--- config.mk ---
export PLATFORM = sky130hd
export DESIGN_NAME = mem_wb_stage_flat
export DESIGN_NICKNAME = d
export VERILOG_FILES = /design/src/rtl/wisc_pkg.sv /design/src/rtl/mem_wb_stage_if.sv /design/src/rtl/mem_wb_stage_row_decoder.sv /design/src/rtl/mem_wb_stage.sv /design/src/flat_wrapper.sv
export SDC_FILE = /design/constraint.sdc
export NUM_CORES = 1
export LEC_CHECK = 0
export ABC_CLOCK_PERIOD_IN_PS = 2200
export CORE_MARGIN = 5
export CORE_UTILIZATION = 38
export DETAILED_ROUTE_END_ITERATION = 10
export PLACE_DENSITY = 0.8
export SYNTH_ARGS = -nofsm -noshare
export SYNTH_HDL_FRONTEND = slang
export SYNTH_SLANG_ARGS = --single-unit
--- constraint.sdc ---
create_clock -name clk -period 2.2 [get_ports clk]
set_clock_uncertainty 0.05 [all_clocks]
set_input_delay 0.44 -clock clk [delete_from_list [all_inputs] [get_ports clk]]
set_output_delay 0.44 -clock clk [all_outputs]
set_load 0.1 [all_outputs]
--- src/rtl/wisc_pkg.sv ---
// wisc_pkg: shared register-file geometry and write-back state encoding
package wisc_pkg;
    localparam int DATA_W     = 16;
    localparam int REG_ADDR_W = 4;
    localparam int NUM_REGS   = 2 ** REG_ADDR_W;
    typedef enum logic {RUN = 1'b0, HALTED = 1'b1} wb_state_t;
endpackage

--- src/rtl/mem_wb_stage_if.sv ---
// mem_wb_stage_if: MEM-side capture inputs and register-file write/bypass outputs
interface mem_wb_stage_if #(
    parameter int DATA_W     = wisc_pkg::DATA_W,
    parameter int REG_ADDR_W = wisc_pkg::REG_ADDR_W,
    parameter int NUM_REGS   = 2 ** REG_ADDR_W
);
    logic                  in_valid;
    logic                  in_reg_write;
    logic                  in_mem_to_reg;
    logic                  in_halt;
    logic [REG_ADDR_W-1:0] in_rd;
    logic [DATA_W-1:0]     in_alu_result;
    logic [DATA_W-1:0]     in_mem_data;
    logic                  stall;
    logic                  flush;
    logic [REG_ADDR_W-1:0] rd_addr1;
    logic [REG_ADDR_W-1:0] rd_addr2;
    logic [NUM_REGS-1:0]   wr_en_row;
    logic [DATA_W-1:0]     wr_data;
    logic                  byp_hit1;
    logic                  byp_hit2;
    logic [DATA_W-1:0]     byp_data;
    logic                  halted;
    logic [31:0]           retire_cnt;
    modport master (
        output in_valid, in_reg_write, in_mem_to_reg, in_halt, in_rd, in_alu_result, in_mem_data,
        output stall, flush, rd_addr1, rd_addr2,
        input  wr_en_row, wr_data, byp_hit1, byp_hit2, byp_data, halted, retire_cnt
    );
    modport slave (
        input  in_valid, in_reg_write, in_mem_to_reg, in_halt, in_rd, in_alu_result, in_mem_data,
        input  stall, flush, rd_addr1, rd_addr2,
        output wr_en_row, wr_data, byp_hit1, byp_hit2, byp_data, halted, retire_cnt
    );
endinterface

--- src/rtl/mem_wb_stage_row_decoder.sv ---
// row_decoder: register index to one-hot row select, all-zero when disabled
module row_decoder #(
    parameter int ADDR_W = 4,
    parameter int ROWS   = 2 ** ADDR_W
) (
    input  logic              en,
    input  logic [ADDR_W-1:0] addr,
    output logic [ROWS-1:0]   row
);
    assign row = en ? ROWS'(1) << addr : '0;
endmodule

--- src/rtl/mem_wb_stage.sv ---
// mem_wb_stage: MEM/WB register, register-file write driver, bypass and halt tracking; MEM_WB_RETIRE_CNT_EN adds a retire counter
module mem_wb_stage import wisc_pkg::*; #(
    parameter int DATA_W     = wisc_pkg::DATA_W,
    parameter int REG_ADDR_W = wisc_pkg::REG_ADDR_W,
    parameter int NUM_REGS   = 2 ** REG_ADDR_W
) (
    input logic           clk,
    input logic           rst,
    mem_wb_stage_if.slave bus
);
    wb_state_t             state, state_nxt;
    logic                  v, rw, m2r, hlt;
    logic [REG_ADDR_W-1:0] rd;
    logic [DATA_W-1:0]     alu, mdat;
    logic                  go_halt, wr_active;

    assign go_halt = state == RUN && v && hlt && !bus.flush;

    // State register
    always_ff @(posedge clk or negedge rst)
        if (!rst) state <= RUN;
        else state <= state_nxt;

    // HALTED is terminal until reset
    always_comb state_nxt = go_halt ? HALTED : state;

    // Write qualification and halt flag; r0 is hardwired so never written
    always_comb begin
        bus.halted = state == HALTED;
        wr_active  = state == RUN && v && rw && !hlt && rd != '0;
    end

    // Stage capture: flush or halt only kill valid, stall holds everything
    always_ff @(posedge clk or negedge rst)
        if (!rst) begin
            v    <= 1'b0;
            rw   <= 1'b0;
            m2r  <= 1'b0;
            hlt  <= 1'b0;
            rd   <= '0;
            alu  <= '0;
            mdat <= '0;
        end else if (state == HALTED || go_halt || bus.flush) v <= 1'b0;
        else if (!bus.stall) begin
            v    <= bus.in_valid;
            rw   <= bus.in_reg_write;
            m2r  <= bus.in_mem_to_reg;
            hlt  <= bus.in_halt;
            rd   <= bus.in_rd;
            alu  <= bus.in_alu_result;
            mdat <= bus.in_mem_data;
        end

    row_decoder #(.ADDR_W(REG_ADDR_W), .ROWS(NUM_REGS)) u_dec (
        .en   (wr_active),
        .addr (rd),
        .row  (bus.wr_en_row)
    );

    assign bus.wr_data  = m2r ? mdat : alu;
    assign bus.byp_data = bus.wr_data;
    assign bus.byp_hit1 = wr_active && bus.rd_addr1 == rd;
    assign bus.byp_hit2 = wr_active && bus.rd_addr2 == rd;

`ifdef MEM_WB_RETIRE_CNT_EN
    logic [31:0] cnt;

    // Count retirements while running; frozen once halted
    always_ff @(posedge clk or negedge rst)
        if (!rst) cnt <= '0;
        else if (state == RUN && v && !bus.stall) cnt <= cnt + 32'd1;

    assign bus.retire_cnt = cnt;
`else
    assign bus.retire_cnt = '0;
`endif
endmodule

--- src/flat_wrapper.sv ---
// flat-port wrapper written by rule: the top's interface ports become plain ports
module mem_wb_stage_flat import wisc_pkg::*;
#(
    parameter int DATA_W     = wisc_pkg::DATA_W,
    parameter int REG_ADDR_W = wisc_pkg::REG_ADDR_W,
    parameter int NUM_REGS   = 2 ** REG_ADDR_W
)
  (clk, rst, bus_in_valid, bus_in_reg_write, bus_in_mem_to_reg, bus_in_halt, bus_in_rd, bus_in_alu_result, bus_in_mem_data, bus_stall, bus_flush, bus_rd_addr1, bus_rd_addr2, bus_wr_en_row, bus_wr_data, bus_byp_hit1, bus_byp_hit2, bus_byp_data, bus_halted, bus_retire_cnt);
  mem_wb_stage_if #(.DATA_W(DATA_W), .REG_ADDR_W(REG_ADDR_W), .NUM_REGS(NUM_REGS)) bus_i ();
  input logic clk;
  input logic rst;
  input wire logic [$bits(bus_i.in_valid)-1:0] bus_in_valid;
  input wire logic [$bits(bus_i.in_reg_write)-1:0] bus_in_reg_write;
  input wire logic [$bits(bus_i.in_mem_to_reg)-1:0] bus_in_mem_to_reg;
  input wire logic [$bits(bus_i.in_halt)-1:0] bus_in_halt;
  input wire logic [$bits(bus_i.in_rd)-1:0] bus_in_rd;
  input wire logic [$bits(bus_i.in_alu_result)-1:0] bus_in_alu_result;
  input wire logic [$bits(bus_i.in_mem_data)-1:0] bus_in_mem_data;
  input wire logic [$bits(bus_i.stall)-1:0] bus_stall;
  input wire logic [$bits(bus_i.flush)-1:0] bus_flush;
  input wire logic [$bits(bus_i.rd_addr1)-1:0] bus_rd_addr1;
  input wire logic [$bits(bus_i.rd_addr2)-1:0] bus_rd_addr2;
  output wire logic [$bits(bus_i.wr_en_row)-1:0] bus_wr_en_row;
  output wire logic [$bits(bus_i.wr_data)-1:0] bus_wr_data;
  output wire logic [$bits(bus_i.byp_hit1)-1:0] bus_byp_hit1;
  output wire logic [$bits(bus_i.byp_hit2)-1:0] bus_byp_hit2;
  output wire logic [$bits(bus_i.byp_data)-1:0] bus_byp_data;
  output wire logic [$bits(bus_i.halted)-1:0] bus_halted;
  output wire logic [$bits(bus_i.retire_cnt)-1:0] bus_retire_cnt;
  assign bus_i.in_valid = bus_in_valid;
  assign bus_i.in_reg_write = bus_in_reg_write;
  assign bus_i.in_mem_to_reg = bus_in_mem_to_reg;
  assign bus_i.in_halt = bus_in_halt;
  assign bus_i.in_rd = bus_in_rd;
  assign bus_i.in_alu_result = bus_in_alu_result;
  assign bus_i.in_mem_data = bus_in_mem_data;
  assign bus_i.stall = bus_stall;
  assign bus_i.flush = bus_flush;
  assign bus_i.rd_addr1 = bus_rd_addr1;
  assign bus_i.rd_addr2 = bus_rd_addr2;
  assign bus_wr_en_row = bus_i.wr_en_row;
  assign bus_wr_data = bus_i.wr_data;
  assign bus_byp_hit1 = bus_i.byp_hit1;
  assign bus_byp_hit2 = bus_i.byp_hit2;
  assign bus_byp_data = bus_i.byp_data;
  assign bus_halted = bus_i.halted;
  assign bus_retire_cnt = bus_i.retire_cnt;
  mem_wb_stage #(.DATA_W(DATA_W), .REG_ADDR_W(REG_ADDR_W), .NUM_REGS(NUM_REGS)) u_core (.clk(clk), .rst(rst), .bus(bus_i));
endmodule
==> flow_metrics.py <==
metrics = {
    "outcome": {
        "violations": "setup timing",
        "status": "finished with violations",
    },
    "global_route": {
        "grt_max_degree": 40,
        "grt_use_total": 0.149,
        "grt_pass1_vias": 1809,
        "antenna_found_initial": 0,
        "grt_overflow": 0,
        "grt_pass1_wl_mm": 8.86,
    },
    "sta": {
        "setup_ws_ns": -0.0832,
        "final_hold_viol_count": 0,
        "maxSlewViolCount": 0,
        "period_share": 1.04,
        "setup_viol": 9,
        "rsz0062_at_grt": "true",
        "fin_crit_ns": 2.28,
        "final.setup.tns_ns": -0.418,
        "timing.fmax_ghz": 0.438,
    },
    "setup_path": {
        "reg2reg_depth": 4,
        "end_kind": "primary output",
        "rrSetupSlack_ns": 0.50,
        "setup.worst_path.start_class": "flip-flop",
        "critical_path_class": "flip-flop to primary output",
        "worstReg2RegEnd": "u_core.mdat[9]$_DFFE_PN0P_",
        "worstPathMaxFanout": 5,
        "rr_startpoint": "u_core.bus.halted$_DFFE_PN0P_",
        "worstPathRequired_ns": 1.71,
        "arrival_ns": 1.79,
    },
    "floorplanning": {
        "initial_utilization": 0.394,
        "die_h_microns": 88.6,
        "die_x_microns": 88.6,
        "core_area_sq_mm": 0.00596,
        "pin_count": 135,
        "dieArea_sq_mm": 0.00785,
        "rows": 28,
    },
    "final_layout": {
        "multiInputGateArea_sq_mm": 0.00120,
        "syn2layout_area_growth_pct": 71.5,
        "fill_cells": 402,
        "seq_area_sq_mm": 0.00103,
        "num-nets-final": 343,
        "drive_gt1_frac": 0.473,
        "antennaDiodeCount": 0,
    },
    "logic_synthesis": {
        "synth_fa_ha_area_frac": 0,
        "synth_top_family_by_area": "multiplexers",
        "synth-seq-area-share": 0.437,
        "ys_seq_elements": 41,
        "synth_edf_count": 0,
        "synthSimpleGateAreaFrac": 0.0618,
        "yosys_warnings": 0,
        "postSynthAreaPerCell_sq_um": 11.9,
        "synth_cell_types": 21,
        "synth-async-reset-ratio": 1.00,
        "syn_inst": 198,
        "synth_xor_area_frac": 0.0299,
        "synth.area.mux_share": 0.268,
        "synth_ff_type": "dfrtp_1",
        "syn_area_sq_mm": 0.00235,
        "synth_compound_area_frac": 0.0187,
    },
    "placement": {
        "place_congestion": 0.743,
        "dpl_worst_slack_ns": 0.0402,
        "dp_hpwl_mm": 4.48,
        "io_buffers": 101,
    },
    "job": {
        "maxCapViolCount": 0,
    },
    "clocking": {
        "numCtsBuffers": 5,
        "cts_hold_buf": 0,
        "root_buffer": "clkbuf_8",
        "h-tree-depth": 2,
        "cts_tree": "done",
        "clockBufferDepth": 2,
        "cts_sinks": 41,
        "clk_pin_slew_ns": 0.08,
        "clock_latency_ns": 0.29,
    },
    "hold_path": {
        "min_path_type": "input port to async pin",
    },
    "routing": {
        "vias_per_cell": 4.56,
        "wirelength_mm": 5.61,
        "dr.pass1.iters": 4,
        "routedWlPerCell_microns": 15.3,
        "first_iter_violations": 52,
        "antenna_left": 0,
        "drc": 0,
        "vias": 1674,
    },
}
timing repair:
action | CTS | global route
pin swaps | 6 | 5
cloned | 0 | 0
endpoints found under the setup margin | 17 | 15
setup buffers | 4 | 1
resized for setup | 6 | 2
sequential cells by signal (all words and copies together) (netlist names):
register	cells
u_core.alu	16
u_core.bus.halted	1
u_core.hlt	1
u_core.m2r	1
u_core.mdat	16
u_core.rd	4
u_core.rw	1
u_core.v	1
through the flow:
stage / std cells / hold slack, ns / cell area [sq um] / util
4_1_cts: 366 / 0.0349 / 4000 / 0.672
5_1_grt: 367 / 0.0612 / 4030 / 0.676
2_1_floorplan: 230 / 0.0944 / 2620 / -
3_3_place_gp: 354 / 0.349 / 3840 / 0.645
3_5_place_dp: 354 / 0.357 / 3840 / 0.645
6_report: 367 / 0.0273 / 4030 / 0.676
cell families (layout without fill, tap and decap cells):
| family | after synthesis | after routing |
|---|---|---|
| buffers and inverters | 59 | 121 |
| xor gates and xnor gates | 8 | 8 |
| muxes | 56 | 56 |
| AOI/OAI and AO/OA | 3 | 3 |
| other | 1 | 33 |
| and+or+nand+nor | 30 | 30 |
| DFF | 41 | 41 |
synth_stat cells, types with 2 or more instances:
| cell type | instances | area [sq um] |
|---|---|---|
| buf_4 | 51 | 383 |
| mux2_2 | 45 | 507 |
| dfrtp_1 | 41 | 1030 |
| nor2_1 | 15 | 56.3 |
| mux2_1 | 10 | 113 |
| xnor2_1 | 8 | 70.1 |
| clkbuf_1 | 5 | 18.8 |
| nor3_1 | 4 | 20.0 |
| nand2_1 | 3 | 11.3 |
| buf_6 | 2 | 22.5 |
| nand2b_1 | 2 | 12.5 |
| nand3b_1 | 2 | 15.0 |
| nand4_1 | 2 | 12.5 |
worst max path at each step:
stage | endpoint | start | slack, ns
4_1_cts | bus_wr_en_row[8] | u_core.bus.halted$_DFFE_PN0P_ | -0.13
3_5_place_dp | u_core.mdat[9]$_DFFE_PN0P_ | bus_stall | 0.04
2_1_floorplan | bus_wr_en_row[13] | u_core.bus.halted$_DFFE_PN0P_ | -0.38
3_3_place_gp | u_core.rd[0]$_DFFE_PN0P_ | bus_stall | 0.07
5_1_grt | bus_wr_en_row[8] | u_core.bus.halted$_DFFE_PN0P_ | -0.19
6_report | bus_wr_en_row[8] | u_core.bus.halted$_DFFE_PN0P_ | -0.08
area by class of cell:
type                    count  area share
clock buffers               6      0.0205
clock inverters             2     0.00342
multi-input cells         130       0.299
flip-flops and latches     41       0.256
well taps                  75      0.0233
repair buffers            113       0.398
placed cells by master (no fill, tap or decap), drive strengths merged, types with 2 or more instances in the layout:
cell and n:
dfrtp 41, conb 33, clkinv 2, nand3b 2, mux2 55, nand2b 2, buf 63, xnor2 8
nand2 3, clkdlybuf4s50 50, nand4 2, clkbuf 6, nor3 4, nor2 15
critical path: stages (launching register included):
cell	delay, ns
dfrtp_4	0.48
and4bb_4	0.37
nand3b_1	0.22
nor3_4	0.23
buf_12	0.20
layer usage:
layer | part of all wire | GRT usage
met2 | 0.50 | 0.251
met5 | 0 | 0
met4 | 0.0089 | 0.0371
met3 | 0.13 | 0.0661
met1 | 0.37 | 0.173
Power is not shown: default switching activity piles up to over one toggle a cycle in this logic, so the estimate is an artifact.
